<file path="src/rtl/mem_port_arbiter_pkg.sv">
// -----------------------------------------------------------------------------
// mem_port_arbiter_pkg
// Shared definitions for the unified-memory port arbiter and its response
// tag pipe: requester owner codes, the response tag record, the maximum
// supported RAM read latency, the byte-enable width and an address helper.
// -----------------------------------------------------------------------------
package mem_port_arbiter_pkg;

    localparam logic ARB_OWN_IF  = 1'b0;
    localparam logic ARB_OWN_D   = 1'b1;
    localparam int   MEM_LAT_MAX = 4;
    localparam int   BE_W        = 4;

    // One entry of the response pipe: a read is in flight and who owns it.
    typedef struct packed {
        logic vld;
        logic own;
    } resp_tag_t;

    // Rebuild a word-aligned byte address from its word index.
    function automatic logic [31:0] word_align(input logic [29:0] word_idx);
        return {word_idx, 2'b00};
    endfunction

endpackage

</file>
<file path="src/rtl/mem_resp_tag_pipe.sv">
// -----------------------------------------------------------------------------
// mem_resp_tag_pipe
// DEPTH-stage shift register carrying {vld, owner} for every read issued to
// the RAM, so that the tag leaves the pipe in the same cycle the RAM presents
// the matching read data. Responses therefore come back in issue order.
//
// Ports
//   clk       in  1  core clock
//   rst       in  1  asynchronous active-low reset; clears every stage
//   push_vld  in  1  a read was granted this cycle
//   push_own  in  1  owner of that read (ARB_OWN_IF / ARB_OWN_D)
//   pop_vld   out 1  read data for the oldest read is on the RAM bus now
//   pop_own   out 1  owner of that read
// -----------------------------------------------------------------------------
module mem_resp_tag_pipe
    import mem_port_arbiter_pkg::*;
#(
    parameter int DEPTH = 1
) (
    input  logic clk,
    input  logic rst,
    input  logic push_vld,
    input  logic push_own,
    output logic pop_vld,
    output logic pop_own
);

    resp_tag_t tag_p [DEPTH];

    always_ff @(posedge clk or negedge rst) begin
        if (!rst) begin
            for (int i = 0; i < DEPTH; i++) begin
                tag_p[i] <= '0;
            end
        end else begin
            tag_p[0] <= '{vld: push_vld, own: push_own};
            for (int i = 1; i < DEPTH; i++) begin
                tag_p[i] <= tag_p[i-1];
            end
        end
    end

    assign pop_vld = tag_p[DEPTH-1].vld;
    assign pop_own = tag_p[DEPTH-1].own;

endmodule

</file>
<file path="src/rtl/mem_port_arbiter.sv">
// -----------------------------------------------------------------------------
// mem_port_arbiter
// Shares one single-ported synchronous RAM between instruction fetch (IF) and
// the data load/store path. One requester is granted per cycle (data has
// strict priority), the winner drives the RAM in the same cycle, and read
// data is routed back to its owner MEM_LAT cycles later.
//
// Optional feature: define ARB_STARVE_GUARD_EN to add a starvation guard that
// forces an IF grant after STARVE_MAX consecutive lost IF cycles.
//
// Ports
//   clk        in  1   core clock
//   rst        in  1   asynchronous active-low reset
//   if_req     in  1   IF word read request
//   if_addr    in  32  IF byte address ([1:0] ignored)
//   if_gnt     out 1   IF request accepted this cycle
//   if_rvld    out 1   if_rdata valid
//   if_rdata   out 32  fetched word (holds last value otherwise)
//   d_addr     in  32  data byte address ([1:0] ignored)
//   d_rden     in  4   data read byte enables
//   d_wren     in  4   data write byte enables (non-zero => write)
//   d_wdata    in  32  lane-aligned write data
//   d_gnt      out 1   data request accepted this cycle
//   d_rvld     out 1   d_rdata valid
//   d_rdata    out 32  raw read word (holds last value otherwise)
//   mem_en     out 1   RAM access strobe
//   mem_we     out 4   RAM byte write enables
//   mem_addr   out 32  word-aligned RAM address, 0 when idle
//   mem_wdata  out 32  RAM write data, 0 when idle
//   mem_rdata  in  32  RAM read data, valid MEM_LAT cycles after mem_en
//   hold_if    out 1   IF requested but was not granted
//   hold_ex    out 1   data requested but was not granted (guard only)
// -----------------------------------------------------------------------------
module mem_port_arbiter
    import mem_port_arbiter_pkg::*;
#(
    parameter int MEM_LAT    = 1,
    parameter int STARVE_MAX = 4
) (
    input  logic            clk,
    input  logic            rst,
    input  logic            if_req,
    input  logic [31:0]     if_addr,
    output logic            if_gnt,
    output logic            if_rvld,
    output logic [31:0]     if_rdata,
    input  logic [31:0]     d_addr,
    input  logic [BE_W-1:0] d_rden,
    input  logic [BE_W-1:0] d_wren,
    input  logic [31:0]     d_wdata,
    output logic            d_gnt,
    output logic            d_rvld,
    output logic [31:0]     d_rdata,
    output logic            mem_en,
    output logic [BE_W-1:0] mem_we,
    output logic [31:0]     mem_addr,
    output logic [31:0]     mem_wdata,
    input  logic [31:0]     mem_rdata,
    output logic            hold_if,
    output logic            hold_ex
);

    if (MEM_LAT < 1 || MEM_LAT > MEM_LAT_MAX || STARVE_MAX < 1 || STARVE_MAX > 15) begin : g_bad_param
        $error("mem_port_arbiter: MEM_LAT must be 1..4 and STARVE_MAX 1..15");
    end

    logic        d_req;
    logic        d_is_wr;
    logic        d_win;
    logic        if_win;
    logic        pop_vld;
    logic        pop_own;
    logic [31:0] if_rdata_q;
    logic [31:0] d_rdata_q;
    logic        unused_addr_bits;

    assign unused_addr_bits = &{1'b0, if_addr[1:0], d_addr[1:0]};

    // A write takes precedence over any read enables on the same request.
    assign d_req   = (|d_rden) | (|d_wren);
    assign d_is_wr = |d_wren;

`ifdef ARB_STARVE_GUARD_EN
    localparam logic [3:0] STARVE_LIM = 4'(STARVE_MAX);

    logic [3:0] starve_cnt;
    logic       force_if;

    assign force_if = if_req && (starve_cnt == STARVE_LIM);
    assign d_win    = d_req & ~force_if;
    assign if_win   = if_req & ~d_win;

    always_ff @(posedge clk or negedge rst) begin
        if (!rst) begin
            starve_cnt <= '0;
        end else if (if_gnt) begin
            starve_cnt <= '0;
        end else if (hold_if) begin
            starve_cnt <= starve_cnt + 4'd1;
        end
    end

    assign hold_ex = rst & d_req & ~d_gnt;
`else
    assign d_win   = d_req;
    assign if_win  = if_req & ~d_req;
    assign hold_ex = 1'b0;
`endif

    // Grants and holds are combinational but forced low while in reset.
    assign d_gnt   = rst & d_win;
    assign if_gnt  = rst & if_win;
    assign hold_if = rst & if_req & ~if_gnt;

    // Issue mux: the winner drives the RAM in the grant cycle; idle bus is all 0.
    always_comb begin
        mem_en    = d_gnt | if_gnt;
        mem_we    = '0;
        mem_addr  = '0;
        mem_wdata = '0;
        if (d_gnt) begin
            mem_addr = word_align(d_addr[31:2]);
            if (d_is_wr) begin
                mem_we    = d_wren;
                mem_wdata = d_wdata;
            end
        end else if (if_gnt) begin
            mem_addr = word_align(if_addr[31:2]);
        end
    end

    // Response stage boundary: tag pipe aligned with the RAM read latency.
    mem_resp_tag_pipe #(
        .DEPTH(MEM_LAT)
    ) u_tag_pipe (
        .clk      (clk),
        .rst      (rst),
        .push_vld (if_gnt | (d_gnt & ~d_is_wr)),
        .push_own (d_gnt ? ARB_OWN_D : ARB_OWN_IF),
        .pop_vld  (pop_vld),
        .pop_own  (pop_own)
    );

    assign if_rvld = pop_vld & (pop_own == ARB_OWN_IF);
    assign d_rvld  = pop_vld & (pop_own == ARB_OWN_D);

    // Read data passes straight through in the response cycle and is kept
    // afterwards so each owner sees a stable word between responses.
    always_ff @(posedge clk or negedge rst) begin
        if (!rst) begin
            if_rdata_q <= '0;
            d_rdata_q  <= '0;
        end else begin
            if (if_rvld) begin
                if_rdata_q <= mem_rdata;
            end
            if (d_rvld) begin
                d_rdata_q <= mem_rdata;
            end
        end
    end

    assign if_rdata = if_rvld ? mem_rdata : if_rdata_q;
    assign d_rdata  = d_rvld  ? mem_rdata : d_rdata_q;

endmodule
</file>
<file path="config.mk">
export PLATFORM = sky130hd
export DESIGN_NAME = mem_port_arbiter
export DESIGN_NICKNAME = d
export VERILOG_FILES = /design/src/rtl/mem_port_arbiter_pkg.sv /design/src/rtl/mem_resp_tag_pipe.sv /design/src/rtl/mem_port_arbiter.sv
export SDC_FILE = /design/constraint.sdc
export NUM_CORES = 1
export LEC_CHECK = 0
export BUFFER_PORTS_ARGS = -buffer_cell sky130_fd_sc_hd__buf_2
export CAP_MARGIN = 20
export CORE_AREA = 2 2 108 110
export DETAILED_ROUTE_END_ITERATION = 7
export DIE_AREA = 0 0 110 112
export PLACE_DENSITY = 0.65
export SKIP_LAST_GASP = 1
export SYNTH_ARGS = -nofsm -noshare
export SYNTH_HDL_FRONTEND = slang
export SYNTH_HIERARCHICAL = 1
export SYNTH_SLANG_ARGS = --single-unit
</file>
<file path="constraint.sdc">
create_clock -name clk -period 2.1 [get_ports clk]
set_clock_uncertainty 0.1 [all_clocks]
set_input_delay 0.42 -clock clk [delete_from_list [all_inputs] [get_ports clk]]
set_output_delay 0.42 -clock clk [all_outputs]
set_load 0.02 [all_outputs]
</file>
==> key figures, run 1 <==
STA
  – Final setup viols: 63
  – Final Hold Viols: 0
  – Worst Max-Slew Pin Slew: about 0.73 ns
  – Period utilization: 1.04
  – Fmax: ~460 MHz
  – Final Max Tran Viols: 0
  – Worst relative slew slack: 0.515
  – Setup WS post-layout: -0.0744 ns
  – Min Tclk post-route: 2.17 ns
  – Fin Setup TNS: -2.47 ns
  – RSZ-0062 raised after global routing: true
  – Hold Slack: approximately 0.2 ns

Synthesis
  – Post-synthesis mux area share: 0.304
  – Area share of the largest cell type after synthesis: 0.491
  – Area of the mapped netlist: about 3400 um^2
  – Post-synth cell types: 18
  – Largest family of logic cells by synthesized area: multiplexers
  – Avg Inst Size Synth: between 10 and 15 um^2
  – Post-synthesis cell count: ~300
  – Synth top area cells: dfrtp_1 (49%), mux2_2 (21%), mux2i_1 (8.9%)
  – Simple-Gate Fraction of Synth Area: 0.158
  – Synth area leader: dfrtp_1
  – Post-synthesis compound-gate area fraction: 0.00521
  – Post-Synth Adder-Cell Area: 0
  – Sequential-to-total area share from yosys stat: 0.491
  – Yosys warning total: 6
  – Xor-xnor portion of the synthesized cell area: 0
  – Flops & latches, synth: between 60 and 70

Min path
  – Hold Crit Class: in -> async

Clock tree
  – Clk slew on worst S/H paths: 0.06 ns
  – CTS buffer count: 9
  – Worst-case clock buffer depth: 2
  – Clock tree sinks: 66
  – CTS tree: yes
  – H-tree Lvls: 3
  – Root Buffer: clkbuf_16
  – Clk_lat worst skew: between 0.3 and 0.4 ns

GRT
  – Global Route Usage Sum: 0.186
  – Vias in the first global route: around 3300
  – Initial antenna violation count: 1
  – Congestion Overflow GR: 0
  – Largest net degree at the start of global routing: 59
  – First-pass GRT wire length: about 17000 um

Drt
  – DR iter-0 viols: 102
  – ANT nets after route: 0
  – Final WL: 12900 um
  – Via count: 3438
  – WL per Instance: 17.3 um
  – Vias per inst: approximately 4.6
  – Drt first pass iters: 4
  – DRC: 0

Critical path
  – Data arrival, critical path: 1.65 ns
  – Crit-path max cell delay: between 0.4 and 0.5 ns
  – CP startpoint kind: register
  – Crit path cell chain: nor2b_4 > buf_12 > buf_12 > mux2_4 > buf_4
  – Top cell by count, worst path: buf_12
  – Crit Path Max Fanout: 8
  – WP buf/inv: 3
  – Critical setup path kind: reg -> out
  – Critical path required time: 1.58 ns
  – Top delay family on crit path: buffers and inverters
  – Cell at the slowest stage of the critical path: dfrtp_1
  – Setup crit end kind: output pin

Die
  – Die ar.: 12300 um^2
  – Io pins: 278
  – Die H: around 110 um
  – Initial Utilization: 0.301
  – Num rows: 39
  – Core area: around 11000 um^2
  – DIE WIDTH: about 110 um

Cells and area
  – Fraction of layout cells with a size suffix above 1: 0.660
  – Area growth syn-to-layout: 84.1%
  – Commonest non-fill, non-tap cell in the layout: buf_2
  – Final nets: between 700 and 800
  – Most frequent cells in the layout: buf_2 (192), dfrtp_1 (66), nand2_1 (62)

Placed design
  – Routability congestion estimate: around 0.88
  – Port-buffer cells: 270
  – DP Wirelength: a little over 9000 um
  – Pre-CTS WS: -0.0581 ns

Outcome
  – Failing checks: setup timing
  – Status: finished with violations

Job
  – Total of max-cap violations: 0

Power
  – Comb power frac: 0.358
  – PwrDens: 803 nW/um^2
  – Reg power frac: 0.320
  – Leak: 3.36 nW
  – Net Sw Frac: 0.310
  – Peak supply drop: between 0.4 and 0.5 mV
  – Sw power: about 1.5 mW
  – Clock share of power: 0.322
  – Int Pwr: between 3 and 4 mW
kinds of logic after synthesis:
logic type / count (synthesis)
other: 1
multiplexers: 94
buffers and inverters: 25
AO/OA/AOI/OAI: 3
AND/OR/NAND/NOR: 107
flip-flops: 66
area by class of cell:
class	count	area, um^2
fill	994	4990
tap	143	179
antenna	1	2.50
timing repair buffer	309	2260
inverter	2	7.51
multi-input combinational	207	1760
clock inverter	6	88.8
sequential	66	1650
clock buffer	10	229
metal layers:
| metal | vias to the layer above | wire length (um) | track usage |
|---|---|---|---|
| met5 | - | 0 | 0 |
| met3 | 28 | 901 | 0.0486 |
| li1 | 1583 | - | - |
| met2 | 166 | 6850 | 0.330 |
| met4 | 0 | 472 | 0.0827 |
| met1 | 1661 | 4650 | 0.205 |
power groups by stage:
stage / clock network (mW) / logic, mW / registers [mW]
after floorplan: 0 / 0.851 / 1.58
after global placement: 0 / 1.38 / 1.59
after detailed placement: 0 / 1.41 / 1.61
after CTS: 1.64 / 1.44 / 1.58
after global routing: 1.69 / 1.89 / 1.62
final: 1.60 / 1.78 / 1.59
registers in the layout (all words and copies together) (netlist names):
register and flops:
d_rdata_q 32, if_rdata_q 32, u_tag_pipe/pop_own 1, u_tag_pipe/pop_vld 1
worst paths after layout:
path                                              start                      endpoint  slack, ns  cells after the start
min                                                 rst      if_rdata_q[20]$_DFF_PN0_       0.20                      2
max reg2reg                u_tag_pipe/pop_own$_DFF_PN0_      if_rdata_q[18]$_DFF_PN0_       0.57                      5
max in group asynchronous                           rst       d_rdata_q[12]$_DFF_PN0_       0.97                      3
min reg2reg                     d_rdata_q[13]$_DFF_PN0_       d_rdata_q[13]$_DFF_PN0_       0.39                      1
min in group clk                                 if_req  u_tag_pipe/pop_vld$_DFF_PN0_       0.25                      3
max                        u_tag_pipe/pop_own$_DFF_PN0_                  if_rdata[26]      -0.07                      5
synthesized netlist by cell type:
master / n
dfrtp_1: 66
mux2_2: 64
nand2_1: 63
and2_1: 38
mux2i_1: 30
clkbuf_1: 10
buf_2: 7
buf_4: 3
buf_6: 3
a21oi_1: 2
inv_1: 2
nor2b_1: 2
conb_1: 1
nand2_2: 1
nor2_1: 1
nor4_2: 1
nor4_4: 1
o21a_1: 1
through the flow:
step           utilization  power (mW)  std cells  area (um^2)
5_1_grt              0.554        5.20        744         6190
4_1_cts              0.486        4.67        726         5430
3_3_place_gp         0.443        2.97        704         4950
6_report             0.554        4.97        744         6190
2_1_floorplan            -        2.43        298         3370
3_5_place_dp         0.443        3.02        704         4950
what timing repair did:
item | CTS | global route
hold buffers | 2 | 0
endpoints found under the hold margin | 8 | 0
setup buffers | 2 | 11
gates resized for setup | 25 | 159
pin swaps | 2 | 2
endpoints found under the setup margin | 113 | 129
cloned | 2 | 6
Power figures use the tool's default switching activity.
==> run 2, diff against run 1 <==
--- a/config.mk
+++ b/config.mk
@@ -11,7 +11,10 @@
 export DETAILED_ROUTE_END_ITERATION = 7
 export DIE_AREA = 0 0 110 112
 export PLACE_DENSITY = 0.65
+export SETUP_SLACK_MARGIN = 0.5
+export SKIP_CTS_REPAIR_TIMING = 1
 export SKIP_LAST_GASP = 1
+export SLEW_MARGIN = 30
 export SYNTH_ARGS = -nofsm -noshare
 export SYNTH_HDL_FRONTEND = slang
 export SYNTH_HIERARCHICAL = 1
==> run 2 against run 1 <==
Final cell count increased by 0.13%. Critical path depth unchanged. The run ends with hold timing, setup timing left. Count of clock-buffer cells in the layout decreased by 1. Non-clock buffer count increased by 1. Routed wire length increased by 6.0%. Sequential share of layout area decreased by 3.2 points. Die area unchanged. Register-to-register slack got worse by 0.04 ns.
==> key figures, run 2 (synthesis gave the netlist of run 1 again) <==
Clock tree
  – Worst-case clock buffer depth: 2 (unchanged)
  – Clk_lat worst skew: 0.33 ns (about the same)
  – Clk slew on worst S/H paths: 0.06 ns (about the same)
  – Root Buffer: clkbuf_16
  – Clock tree sinks: 66 (unchanged)
  – CTS buffer count: 9 (unchanged)
  – H-tree Lvls: 3 (unchanged)
  – CTS tree: yes

Critical path
  – Cell at the slowest stage of the critical path: dfrtp_1
  – Critical path capture point: if_rdata[13]
  – WP buf/inv: 3 (unchanged)
  – Critical setup path kind: reg -> out
  – Top delay family on crit path: buffers and inverters
  – RR Startpoint: u_tag_pipe/pop_own$_DFF_PN0_
  – CP startpoint kind: register
  – Critical path required time: 1.58 ns (about the same)
  – Stages on worst setup path: 5 (unchanged)
  – R2R Path End: if_rdata_q[29]$_DFF_PN0_
  – Crit Path Max Fanout: 8 (unchanged)
  – Crit path cell chain: nor2b_4 > buf_12 > clkbuf_16 > mux2_4 > buf_6
  – Crit-path max cell delay: 0.40 ns (-0.02 ns)
  – Data arrival, critical path: 1.69 ns (+0.04 ns)
  – Setup crit end kind: output pin
  – Reg2Reg Depth: 5 (unchanged)
  – Worst Setup SP: u_tag_pipe/pop_own$_DFF_PN0_
  – R2R setup slack: 0.53 ns (-0.04 ns)

GRT
  – Global Route Usage Sum: 0.183 (-0.00302)
  – Vias in the first global route: 3366 (+2.2%)
  – First-pass GRT wire length: 17300 um (-0.32%)
  – Largest net degree at the start of global routing: 52 (-12%)
  – Initial antenna violation count: 1 (unchanged)
  – Congestion Overflow GR: 0 (unchanged)

Drt
  – Drt first pass iters: 4 (unchanged)
  – ANT nets after route: 0 (unchanged)
  – Via count: 3447 (+0.26%)
  – Final WL: 13700 um (+6.0%)
  – DRC: 0 (unchanged)
  – WL per Instance: 18.3 um (+5.9%)
  – DR iter-0 viols: 163 (+60%)
  – Vias per inst: 4.63 (+0.13%)

Power
  – Leak: 3.53 nW (+5.1%)
  – Peak supply drop: 0.493 mV (+1.4%)
  – Total power: 5.42 mW (+9.3%)
  – PwrDens: 772 nW/um^2 (-3.9%)

Die
  – Io pins: 278 (unchanged)
  – Die ar.: 12300 um^2 (unchanged)
  – Core area: 11200 um^2 (unchanged)
  – Num rows: 39 (unchanged)
  – Die H: 112 um (unchanged)
  – Initial Utilization: 0.301 (unchanged)
  – DIE WIDTH: 110 um (unchanged)

Job
  – Total of max-cap violations: 0 (unchanged)

STA
  – Final setup viols: 91 (+44%)
  – Hold Slack: -0.00351 ns (-0.199 ns)
  – Min Tclk post-route: 2.21 ns (+0.0360 ns)
  – Fmax: 452 MHz (-1.6%)
  – Final Hold Viols: 2 (+2)
  – Period utilization: 1.05 (+0.0171)
  – Final Max Tran Viols: 0 (unchanged)
  – Worst Max-Slew Pin Slew: 0.645 ns (-0.0830 ns)
  – Worst relative slew slack: 0.570 (+0.0553)
  – Setup WS post-layout: -0.110 ns (-0.0360 ns)
  – RSZ-0062 raised after global routing: true

Placed design
  – Pre-CTS WS: -0.0735 ns (-0.0154 ns)
  – DP Wirelength: 8710 um (-5.8%)
  – Dpl cells: 702 (-0.28%)
  – Routability congestion estimate: 0.884 (+0.86%)
  – Port-buffer cells: 270 (unchanged)

Outcome
  – Status: finished with violations
  – Failing checks: hold timing, setup timing

Cells and area
  – Commonest non-fill, non-tap cell in the layout: buf_2
  – Area growth syn-to-layout: 109%
  – Final nets: 735 (+0.14%)
  – Fraction of layout cells with a size suffix above 1: 0.765 (+0.105)
  – Top flop regs: d_rdata_q x32, if_rdata_q x32
  – Most frequent cells in the layout: buf_2 (154), buf_6 (105), dfrtp_1 (66)
  – Non-filler cells, final: 745 (+0.13%)

Min path
  – Hold Crit Class: in -> async
[run 2: cell count changes in the layout (fill, tap and decap cells not counted), moves of 4 or more]
| cell | before | now |
|---|---|---|
| clkbuf_16 | 14 | 18 |
| buf_2 | 192 | 154 |
| buf_8 | 5 | 0 |
| mux2i_4 | 2 | 27 |
| buf_6 | 48 | 105 |
| buf_4 | 49 | 34 |
| and2_1 | 37 | 5 |
| and2_4 | 1 | 33 |
| mux2_2 | 32 | 21 |
| mux2_4 | 32 | 43 |
| mux2i_1 | 27 | 2 |
[run 2: how the worst min path moves through the flow]
stage / start / endpoint / slack, ns / cells after the start
2_1_floorplan: rst / d_rdata_q[0]$_DFF_PN0_ / 0.02 / 0
3_3_place_gp: if_rdata_q[28]$_DFF_PN0_ / if_rdata_q[28]$_DFF_PN0_ / 0.37 / 1
3_5_place_dp: if_rdata_q[26]$_DFF_PN0_ / if_rdata_q[26]$_DFF_PN0_ / 0.38 / 1
4_1_cts: rst / if_rdata_q[21]$_DFF_PN0_ / 0.10 / 2
5_1_grt: rst / d_rdata_q[12]$_DFF_PN0_ / -0.001 / 2
6_report: rst / d_rdata_q[16]$_DFF_PN0_ / -0.004 / 2
[run 2: metrics by stage]
stage	area [um^2]	setup TNS, ns	utilization	hold slack [ns]
final	7030	-7.21	0.629	-0.00351
after global routing	7030	-12.30	0.629	-0.00130
after CTS	5810	-9.25	0.520	0.104
after detailed placement	5440	-3.02	0.487	0.377
after global placement	5440	-1.95	0.487	0.373
after floorplan	3930	0	-	0.0244
[run 2: layout make-up]
cell class | instances | area, um^2
Clock buffer | 9 | 225
Tap cell | 143 | 179
Clock inverter | 7 | 141
Multi-Input combinational cell | 207 | 2230
Antenna cell | 1 | 2.50
Sequential cell | 66 | 1650
Inverter | 2 | 7.51
Timing Repair Buffer | 310 | 2590
Fill cell | 834 | 4140
[run 2: metal layers]
layer  track usage  vias up  part of all wire
met5             0        -                 0
met4        0.0667        0             0.022
met3        0.0556       22             0.072
met2         0.310      157              0.53
met1         0.216     1685              0.38
li1              -     1583                 -
[run 2: report_power, final]
group	switching [mW]	internal, mW	leakage, nW
Combinational	0.967	1.02	2.55
Sequential	0.0684	1.52	0.809
Clock	0.565	1.28	0.176
==> run 3, diff against run 2 <==
--- a/config.mk
+++ b/config.mk
@@ -10,7 +10,7 @@
 export CORE_AREA = 2 2 108 110
 export DETAILED_ROUTE_END_ITERATION = 7
 export DIE_AREA = 0 0 110 112
-export PLACE_DENSITY = 0.65
+export PLACE_DENSITY_LB_ADDON = 0.2
 export SETUP_SLACK_MARGIN = 0.5
 export SKIP_CTS_REPAIR_TIMING = 1
 export SKIP_LAST_GASP = 1
==> run 3 against run 2 <==
The run ends with setup timing left. First-iteration DRC count fell by 22%. Fmax rose by 1.9%. Worst setup slack improved by 0.041 ns. Utilization fell by 0.91 points. Final cell count rose by 0.27%. Sequential cell count did not move. Critical path depth did not move. Clock power barely moved. Design area fell by 1.4%. Largest power group unchanged.
==> key figures, run 3 (synthesis gave the netlist of run 1 again) <==
Cells and area
  – Most frequent cells in the layout: buf_2 (169), buf_6 (100), dfrtp_1 (66)
  – Fraction of layout cells with a size suffix above 1: 0.760 (-0.00546)
  – Area growth syn-to-layout: 106%
  – Top flop regs: d_rdata_q x32, if_rdata_q x32
  – Fill cells: 889 (+6.6%)
  – Final nets: 738 (+0.41%)
  – ANT cells: 0 (-1)
  – Commonest non-fill, non-tap cell in the layout: buf_2

Critical path
  – R2R setup slack: 0.57 ns (+0.04 ns)
  – Setup crit end kind: output pin
  – Data arrival, critical path: 1.65 ns (-0.04 ns)
  – Crit Path Max Fanout: 6 (-2)
  – CP startpoint kind: register
  – Critical setup path kind: reg -> out
  – Critical path required time: 1.58 ns (about the same)

Die
  – Initial Utilization: 0.301 (unchanged)
  – Num rows: 39 (unchanged)
  – DIE WIDTH: 110 um (unchanged)
  – Die ar.: 12300 um^2 (unchanged)
  – Io pins: 278 (unchanged)
  – Die H: 112 um (unchanged)
  – Core area: 11200 um^2 (unchanged)

Power
  – Leak: 3.45 nW (-2.4%)
  – Total power: 5.39 mW (-0.66%)
  – PwrDens: 778 nW/um^2 (+0.80%)
  – Peak supply drop: 0.645 mV (+31%)

Drt
  – ANT nets after route: 0 (unchanged)
  – Vias per inst: 4.55 (-1.7%)
  – Drt first pass iters: 4 (unchanged)
  – DRC: 0 (unchanged)
  – WL per Instance: 16.8 um (-8.6%)
  – Via count: 3397 (-1.5%)
  – Final WL: 12500 um (-8.3%)
  – DR iter-0 viols: 127 (-22%)

GRT
  – Vias in the first global route: 3259 (-3.2%)
  – Global Route Usage Sum: 0.179 (-0.00430)
  – Busiest layer in global routing: met2
  – First-pass GRT wire length: 16800 um (-3.0%)
  – Met3 GRT Util: 0.0685 (+0.0129)
  – Initial antenna violation count: 0 (-1)
  – M1 GR Usage: 0.194 (-0.0218)
  – Met2 Usage GRT: 0.312 (+0.00164)
  – Congestion Overflow GR: 0 (unchanged)
  – Largest net degree at the start of global routing: 61 (+17%)

Clock tree
  – Root Buffer: clkbuf_16
  – CTS buffer count: 9 (unchanged)
  – Worst-case clock buffer depth: 2 (unchanged)
  – CTS tree: yes
  – Clk_lat worst skew: 0.33 ns (about the same)
  – Clk slew on worst S/H paths: 0.06 ns (about the same)
  – Clock tree sinks: 66 (unchanged)
  – H-tree Lvls: 3 (unchanged)

STA
  – Final setup viols: 53 (-42%)
  – Worst relative slew slack: 0.475 (-0.0950)
  – RSZ-0062 raised after global routing: true
  – Hold Slack: 0.253 ns (+0.256 ns)
  – Fmax: 461 MHz (+1.9%)
  – Period utilization: 1.03 (-0.0197)
  – Min Tclk post-route: 2.17 ns (-0.0414 ns)
  – Worst Max-Slew Pin Slew: 0.787 ns (+0.142 ns)
  – Final Max Tran Viols: 0 (unchanged)
  – Final Hold Viols: 0 (-2)
  – Fin Setup TNS: -1.80 ns (+5.41 ns)
  – Setup WS post-layout: -0.0690 ns (+0.0414 ns)

Placed design
  – Routability congestion estimate: 0.835 (-5.6%)
  – DP Wirelength: 8930 um (+2.4%)
  – Port-buffer cells: 270 (unchanged)

Job
  – Total of max-cap violations: 0 (unchanged)

Min path
  – Hold Crit Class: in -> reg

Outcome
  – Status: finished with violations
  – Failing checks: setup timing
[run 3: area by class of cell]
cell class	instances	area, um^2	share of cell area
flip-flops and latches	66	1650	0.238
clock inverters	6	136	0.0197
well taps	143	179	0.0258
inverters	2	7.51	0.00108
repair buffers	313	2540	0.367
clock buffers	10	239	0.0345
multi-input cells	207	2170	0.314
[run 3: per-stage QoR]
| stage | instances | util | setup WS [ns] | instance area, um^2 |
|---|---|---|---|---|
| floorplan | 298 | - | 0.203 | 3930 |
| global placement | 702 | 0.487 | -0.0282 | 5440 |
| detailed placement | 702 | 0.487 | -0.0644 | 5440 |
| CTS | 718 | 0.520 | -0.104 | 5820 |
| global route | 747 | 0.620 | -0.117 | 6930 |
| finish | 747 | 0.620 | -0.0690 | 6930 |
[run 3: worst max-delay path, cell delays in order (launching register included)]
cell and delay (ns):
dfrtp_1 0.41, nor2b_4 0.14, buf_12 0.15, clkbuf_16 0.16
mux2_4 0.31, buf_6 0.13
[run 3: where the power goes]
group | internal [mW] | switching (mW)
registers | 1.52 | 0.0660
clock network | 1.32 | 0.545
logic | 0.985 | 0.955
[run 3: worst paths after layout]
path                                               from                       end  depth (start not counted)
max                        u_tag_pipe/pop_own$_DFF_PN0_               if_rdata[6]                          5
max reg2reg                u_tag_pipe/pop_own$_DFF_PN0_   if_rdata_q[4]$_DFF_PN0_                          5
max in group asynchronous                           rst  if_rdata_q[18]$_DFF_PN0_                          3
min reg2reg                     d_rdata_q[17]$_DFF_PN0_   d_rdata_q[17]$_DFF_PN0_                          1
min                                       mem_rdata[20]   d_rdata_q[20]$_DFF_PN0_                          2
min in group asynchronous                           rst   if_rdata_q[0]$_DFF_PN0_                          3
[run 3: layer usage]
metal	up-vias	routed length (um)
met2	163	6610
met5	-	0
met1	1622	4390
met3	29	1090
li1	1583	-
met4	0	430
